$ cat config.mk
export PLATFORM = sky130hd
export DESIGN_NAME = sipo_word_receiver
export DESIGN_NICKNAME = d
export VERILOG_FILES = /design/src/rtl/serial_link_pkg.sv /design/src/rtl/sipo_bit_counter.sv /design/src/rtl/sipo_word_receiver.sv
export SDC_FILE = /design/constraint.sdc
export NUM_CORES = 1
export LEC_CHECK = 0
export CORE_AREA = 2 2 39 41
export CTS_CLUSTER_DIAMETER = 200
export CTS_CLUSTER_SIZE = 30
export DETAILED_ROUTE_END_ITERATION = 6
export DIE_AREA = 0 0 41 43
export PLACE_DENSITY_LB_ADDON = 0.12
export SLEW_MARGIN = 30
export SYNTH_ARGS = -nofsm -noshare
export SYNTH_HDL_FRONTEND = slang
export SYNTH_SLANG_ARGS = --single-unit
$ cat constraint.sdc
create_clock -name clk -period 1.5 [get_ports clk]
set_clock_uncertainty 0.1 [all_clocks]
set_input_delay 0.3 -clock clk [delete_from_list [all_inputs] [get_ports clk]]
set_output_delay 0.3 -clock clk [all_outputs]
set_load 0.005 [all_outputs]
$ cat src/rtl/serial_link_pkg.sv
// Shared definitions for the serial link: default word width, bit-order selectors
// and the bit-counter width helper used by both ends of the link.
package serial_link_pkg;

  localparam int unsigned DEFAULT_WIDTH = 4;

  localparam bit MSB_FIRST_IDX0 = 1'b0;
  localparam bit LSB_FIRST      = 1'b1;

  // Bits needed to count 0..w-1, never less than one.
  function automatic int unsigned cnt_width(input int unsigned w);
    return (w <= 2) ? 1 : unsigned'($clog2(w));
  endfunction

endpackage

$ cat src/rtl/sipo_bit_counter.sv
// Modulo-MODULUS bit counter with enable and synchronous restart; flags the final bit of a word.
module sipo_bit_counter
  import serial_link_pkg::*;
#(
  parameter int unsigned MODULUS = DEFAULT_WIDTH
) (
  input  logic clk,
  input  logic rst_n,
  input  logic en,
  input  logic restart,
  output logic wrap_c
);

  localparam int unsigned CW = cnt_width(MODULUS);
  localparam logic [CW-1:0] LAST = CW'(MODULUS - 1);

  logic [CW-1:0] count;

  always_ff @(posedge clk or negedge rst_n) begin
    if (!rst_n) begin
      count <= '0;
    end else if (restart) begin
      count <= '0;
    end else if (en) begin
      count <= (count == LAST) ? '0 : count + CW'(1);
    end
  end

  // Restart wins over a sample, so it also suppresses completion.
  assign wrap_c = en & ~restart & (count == LAST);

endmodule

$ cat src/rtl/sipo_word_receiver.sv
// Serial-to-parallel word receiver: reassembles WIDTH-bit words from a qualified serial
// stream into a one-word holding register with valid/ready handoff and sticky overrun.
module sipo_word_receiver #(
  parameter int unsigned WIDTH     = serial_link_pkg::DEFAULT_WIDTH,
  parameter bit          LSB_FIRST = serial_link_pkg::MSB_FIRST_IDX0
) (
  input  logic             clk,
  input  logic             clear,
  input  logic             shift,
  input  logic             serial_in,
  input  logic             restart,
  input  logic             out_ready,
  input  logic             ovr_clr,
  output logic [0:WIDTH-1] data_out,
  output logic             out_valid,
  output logic             overrun
);

  import serial_link_pkg::*;

  if (WIDTH < 2) begin : g_width_check
    $error("sipo_word_receiver: WIDTH must be at least 2");
  end

  logic [0:WIDTH-1] sr;
  logic [0:WIDTH-1] word_c;
  logic             wrap_c;
  logic             load_c;
  logic             drop_c;

  sipo_bit_counter #(
    .MODULUS (WIDTH)
  ) u_bit_counter (
    .clk     (clk),
    .rst_n   (clear),
    .en      (shift),
    .restart (restart),
    .wrap_c  (wrap_c)
  );

  // Partial word shifted by one with the current bit; on wrap this is the full word.
  always_comb begin
    word_c = '0;
    if (LSB_FIRST) begin
      word_c = {serial_in, sr[0:WIDTH-2]};
    end else begin
      word_c = {sr[1:WIDTH-1], serial_in};
    end
  end

  assign load_c = wrap_c & (~out_valid | out_ready);
  assign drop_c = wrap_c & out_valid & ~out_ready;

  always_ff @(posedge clk or negedge clear) begin
    if (!clear) begin
      sr <= '0;
    end else if (restart || wrap_c) begin
      sr <= '0;
    end else if (shift) begin
      sr <= word_c;
    end
  end

  // Holding register: a same-edge consume frees the slot for the incoming word.
  always_ff @(posedge clk or negedge clear) begin
    if (!clear) begin
      data_out  <= '0;
      out_valid <= 1'b0;
    end else if (load_c) begin
      data_out  <= word_c;
      out_valid <= 1'b1;
    end else if (out_valid && out_ready) begin
      out_valid <= 1'b0;
    end
  end

  // A drop on the same edge as ovr_clr keeps the flag set.
  always_ff @(posedge clk or negedge clear) begin
    if (!clear) begin
      overrun <= 1'b0;
    end else if (drop_c) begin
      overrun <= 1'b1;
    end else if (ovr_clr) begin
      overrun <= 1'b0;
    end
  end

endmodule

==> impl_metrics.csv <==
group,metric,value,unit
placed_design,port-buffer-count,12,
detailed_routing,drtIter0Drc,0,
clock_tree,cts.hold.buffers_added,0,
timing,fin_ws,76.6,ps
floorplan,dieHeight,43,um
floorplan,die_w,41,um
logic_synthesis,syn-mean-instance-area,13.5,um^2
floorplan,die_area,1760,um^2
logic_synthesis,yosysWarnings,0,
floorplan,start_util,36.2,%
timing,maxSlewViolCount,0,
grt,grt_max_degree,12,
power,p_per_area,844,nW/um^2
timing,hold_viol_final,0,
worst_setup_path,cp.arrival,1470,ps
clock_tree,cts_tree,"done",
worst_setup_path,r2r_setup_slack,80,ps
logic_synthesis,post_synth_num_cell_types,14,
clock_tree,clock_sinks,11,
logic_synthesis,syn_area,500,um^2
detailed_routing,viasPerCell,4.58,
clock_tree,clk_pin_slew_worst_paths,70,ps
final_layout,diodes,0,
worst_setup_path,startpoint_type,"register",
run,cap_viol_max_count,0,
clock_tree,clk_latency,260,ps
power,peakVddDrop,0.454,mV
timing,relSlewSlack,68.1,%
detailed_routing,first_pass_iters,1,
run_status,run_status,"completed",
placed_design,dp_hpwl,706,um
detailed_routing,postRouteAntennaNets,0,
timing,finalSetupViolCount,0,
logic_synthesis,yosys_register_bits,11,
grt,first_global_vias,357,
worst_setup_path,r2r-start,"u_bit_counter.count[0]",
worst_setup_path,timing.rr.end,"data_out[3]",
worst_setup_path,criticalPathCategory,"register to register",
clock_tree,cts_buffer_depth,2,
timing,period_share,94.9,%
placed_design,pre_cts_ws,-204,ps
floorplan,row_count,14,
min_path,hold_class,"primary input to asynchronous set/reset pin",
worst_setup_path,worst-path-max-fanout,4,
logic_synthesis,yosysSeqAreaShare,55.0,%
logic_synthesis,syn_inst,37,
worst_setup_path,worstPathRequired,1550,ps
placed_design,gp_congestion,0.711,
worst_setup_path,worstSetupEndpointType,"register",
logic_synthesis,syn_nets,45,
final_layout,area_growth,43.5,%
clock_tree,root_buffer,"clkbuf_4",
timing,rsz0062_at_grt,"false",
worst_setup_path,ff2ff_path_depth,4,
timing,post-route-min-period,1420,ps
grt,grt_pass1_wl,1430,um
detailed_routing,drt-total-wl,903,um
floorplan,core,1380,um^2
clock_tree,h-tree-depth,1,
timing,worst_pin_slew,477,ps
clock_tree,numCtsBuffers,3,
floorplan,top_level_ports,13,
detailed_routing,routed-via-count,353,
final_layout,postLayoutCoreUtil,51.9,%
detailed_routing,drc,0,
final_layout,nets,70,
grt,grt-ovfl-total,0,
timing,fmax,0.703,GHz
final_layout,layout-drive-gt1-share,31.1,%
grt,grt.total_usage,12.8,%
grt,antenna_found_initial,0,
detailed_routing,avgRoutedWirePerCell,11.7,um
power,p_leak,0.386,nW
## metal layers
| layer | global-route usage (%) | share of wire [%] | up-vias |
|---|---|---|---|
| met5 | 0 | 0 | - |
| met3 | 3.14 | 5.6 | 2 |
| li1 | - | - | 174 |
| met2 | 19.4 | 52 | 11 |
| met1 | 14.4 | 41 | 166 |
| met4 | 10.0 | 0.66 | 0 |
## how the worst max path moves through the flow
stage	endpoint	slack [ps]	startpoint
5_1_grt	data_out[2]	0.1	u_bit_counter.count[0]
6_report	data_out[3]	80	u_bit_counter.count[0]
3_3_place_gp	data_out[2]	-170	shift
2_1_floorplan	data_out[0]	110	u_bit_counter.count[0]
3_5_place_dp	data_out[3]	-200	shift
4_1_cts	data_out[3]	30	u_bit_counter.count[0]
## stage by stage
| stage | TNS, ps | instances | hold WS (ps) | total power [mW] | instance area (um^2) |
|---|---|---|---|---|---|
| 2_1_floorplan | 0 | 37 | -95.6 | 0.363 | 500 |
| 3_3_place_gp | -679 | 68 | 398 | 0.408 | 659 |
| 3_5_place_dp | -804 | 68 | 409 | 0.412 | 659 |
| 4_1_cts | 0 | 77 | 271 | 0.615 | 716 |
| 5_1_grt | 0 | 77 | 295 | 0.640 | 718 |
| 6_report | 0 | 77 | 260 | 0.606 | 718 |
## what timing repair did
item,CTS,global route
gates resized for setup,6,1
endpoints found under the setup margin,6,4
hold endpoints to repair,0,0
setup buffers,5,0
pin swaps,0,1
## critical path: stages, from the launching register on
cell      delay [ps]
dfrtp_1          370
ha_2             220
nand3b_4         100
nor2b_4          210
mux2_4           320
## layout make-up
class / count / area (um^2)
clock buffers: 4 / 26.3
fillers: 134 / 666
inverters: 1 / 3.75
multi-input cells: 24 / 213
flip-flops and latches: 11 / 275
well taps: 16 / 20.0
repair buffers: 21 / 180
## logic make-up (layout without fill, tap and decap cells)
| family | Yosys count | in the layout | share of synthesized area, % |
|---|---|---|---|
| flops | 11 | 11 | 55.0 |
| mux | 6 | 6 | 16.0 |
| buf+inv | 2 | 26 | 3.00 |
| simple gates | 13 | 13 | 19.2 |
| fa+ha+maj | 1 | 1 | 2.50 |
| compound gates | 4 | 4 | 4.25 |
## cells in the mapped netlist, drive strengths merged
library cell   n  area share [%]
nor2           3             2.2
dfrtp         11              55
nand2b         4             5.0
ha             1             2.5
nand2          1            0.75
a21oi          3             3.0
nor2b          1             2.7
mux2i          2             4.0
mux2           4              12
o22ai          1             1.3
nand3b         4             8.5
inv            1            0.75
buf            1             2.2
## where the power goes
| part | total, mW | internal, mW | switching [mW] |
|---|---|---|---|
| clock | 0.196 | 0.103 | 0.0935 |
| sequential | 0.321 | 0.312 | 0.00909 |
| combinational | 0.0891 | 0.0580 | 0.0311 |
| total | 0.606 | 0.473 | 0.134 |
## state kept, by name, summed over array words and instances, names as in the netlist
signal and flops:
data_out 4, out_valid 1, overrun 1, sr 3, u_bit_counter.count 2
## cell usage in the layout (no fill, tap or decap)
cell,count
inv_1,1
dfrtp_1,11
mux2_4,4
a21oi_1,3
nand3b_1,3
nor2b_4,1
o22ai_1,1
dlygate4sd2_1,6
nand3b_4,1
clkbuf_1,1
nor2_1,3
nand2b_1,4
nand2_1,1
clkbuf_4,3
buf_4,9
ha_2,1
clkdlybuf4s50_1,6
mux2i_1,2
No activity file was read; power rests on OpenSTA's default activity.
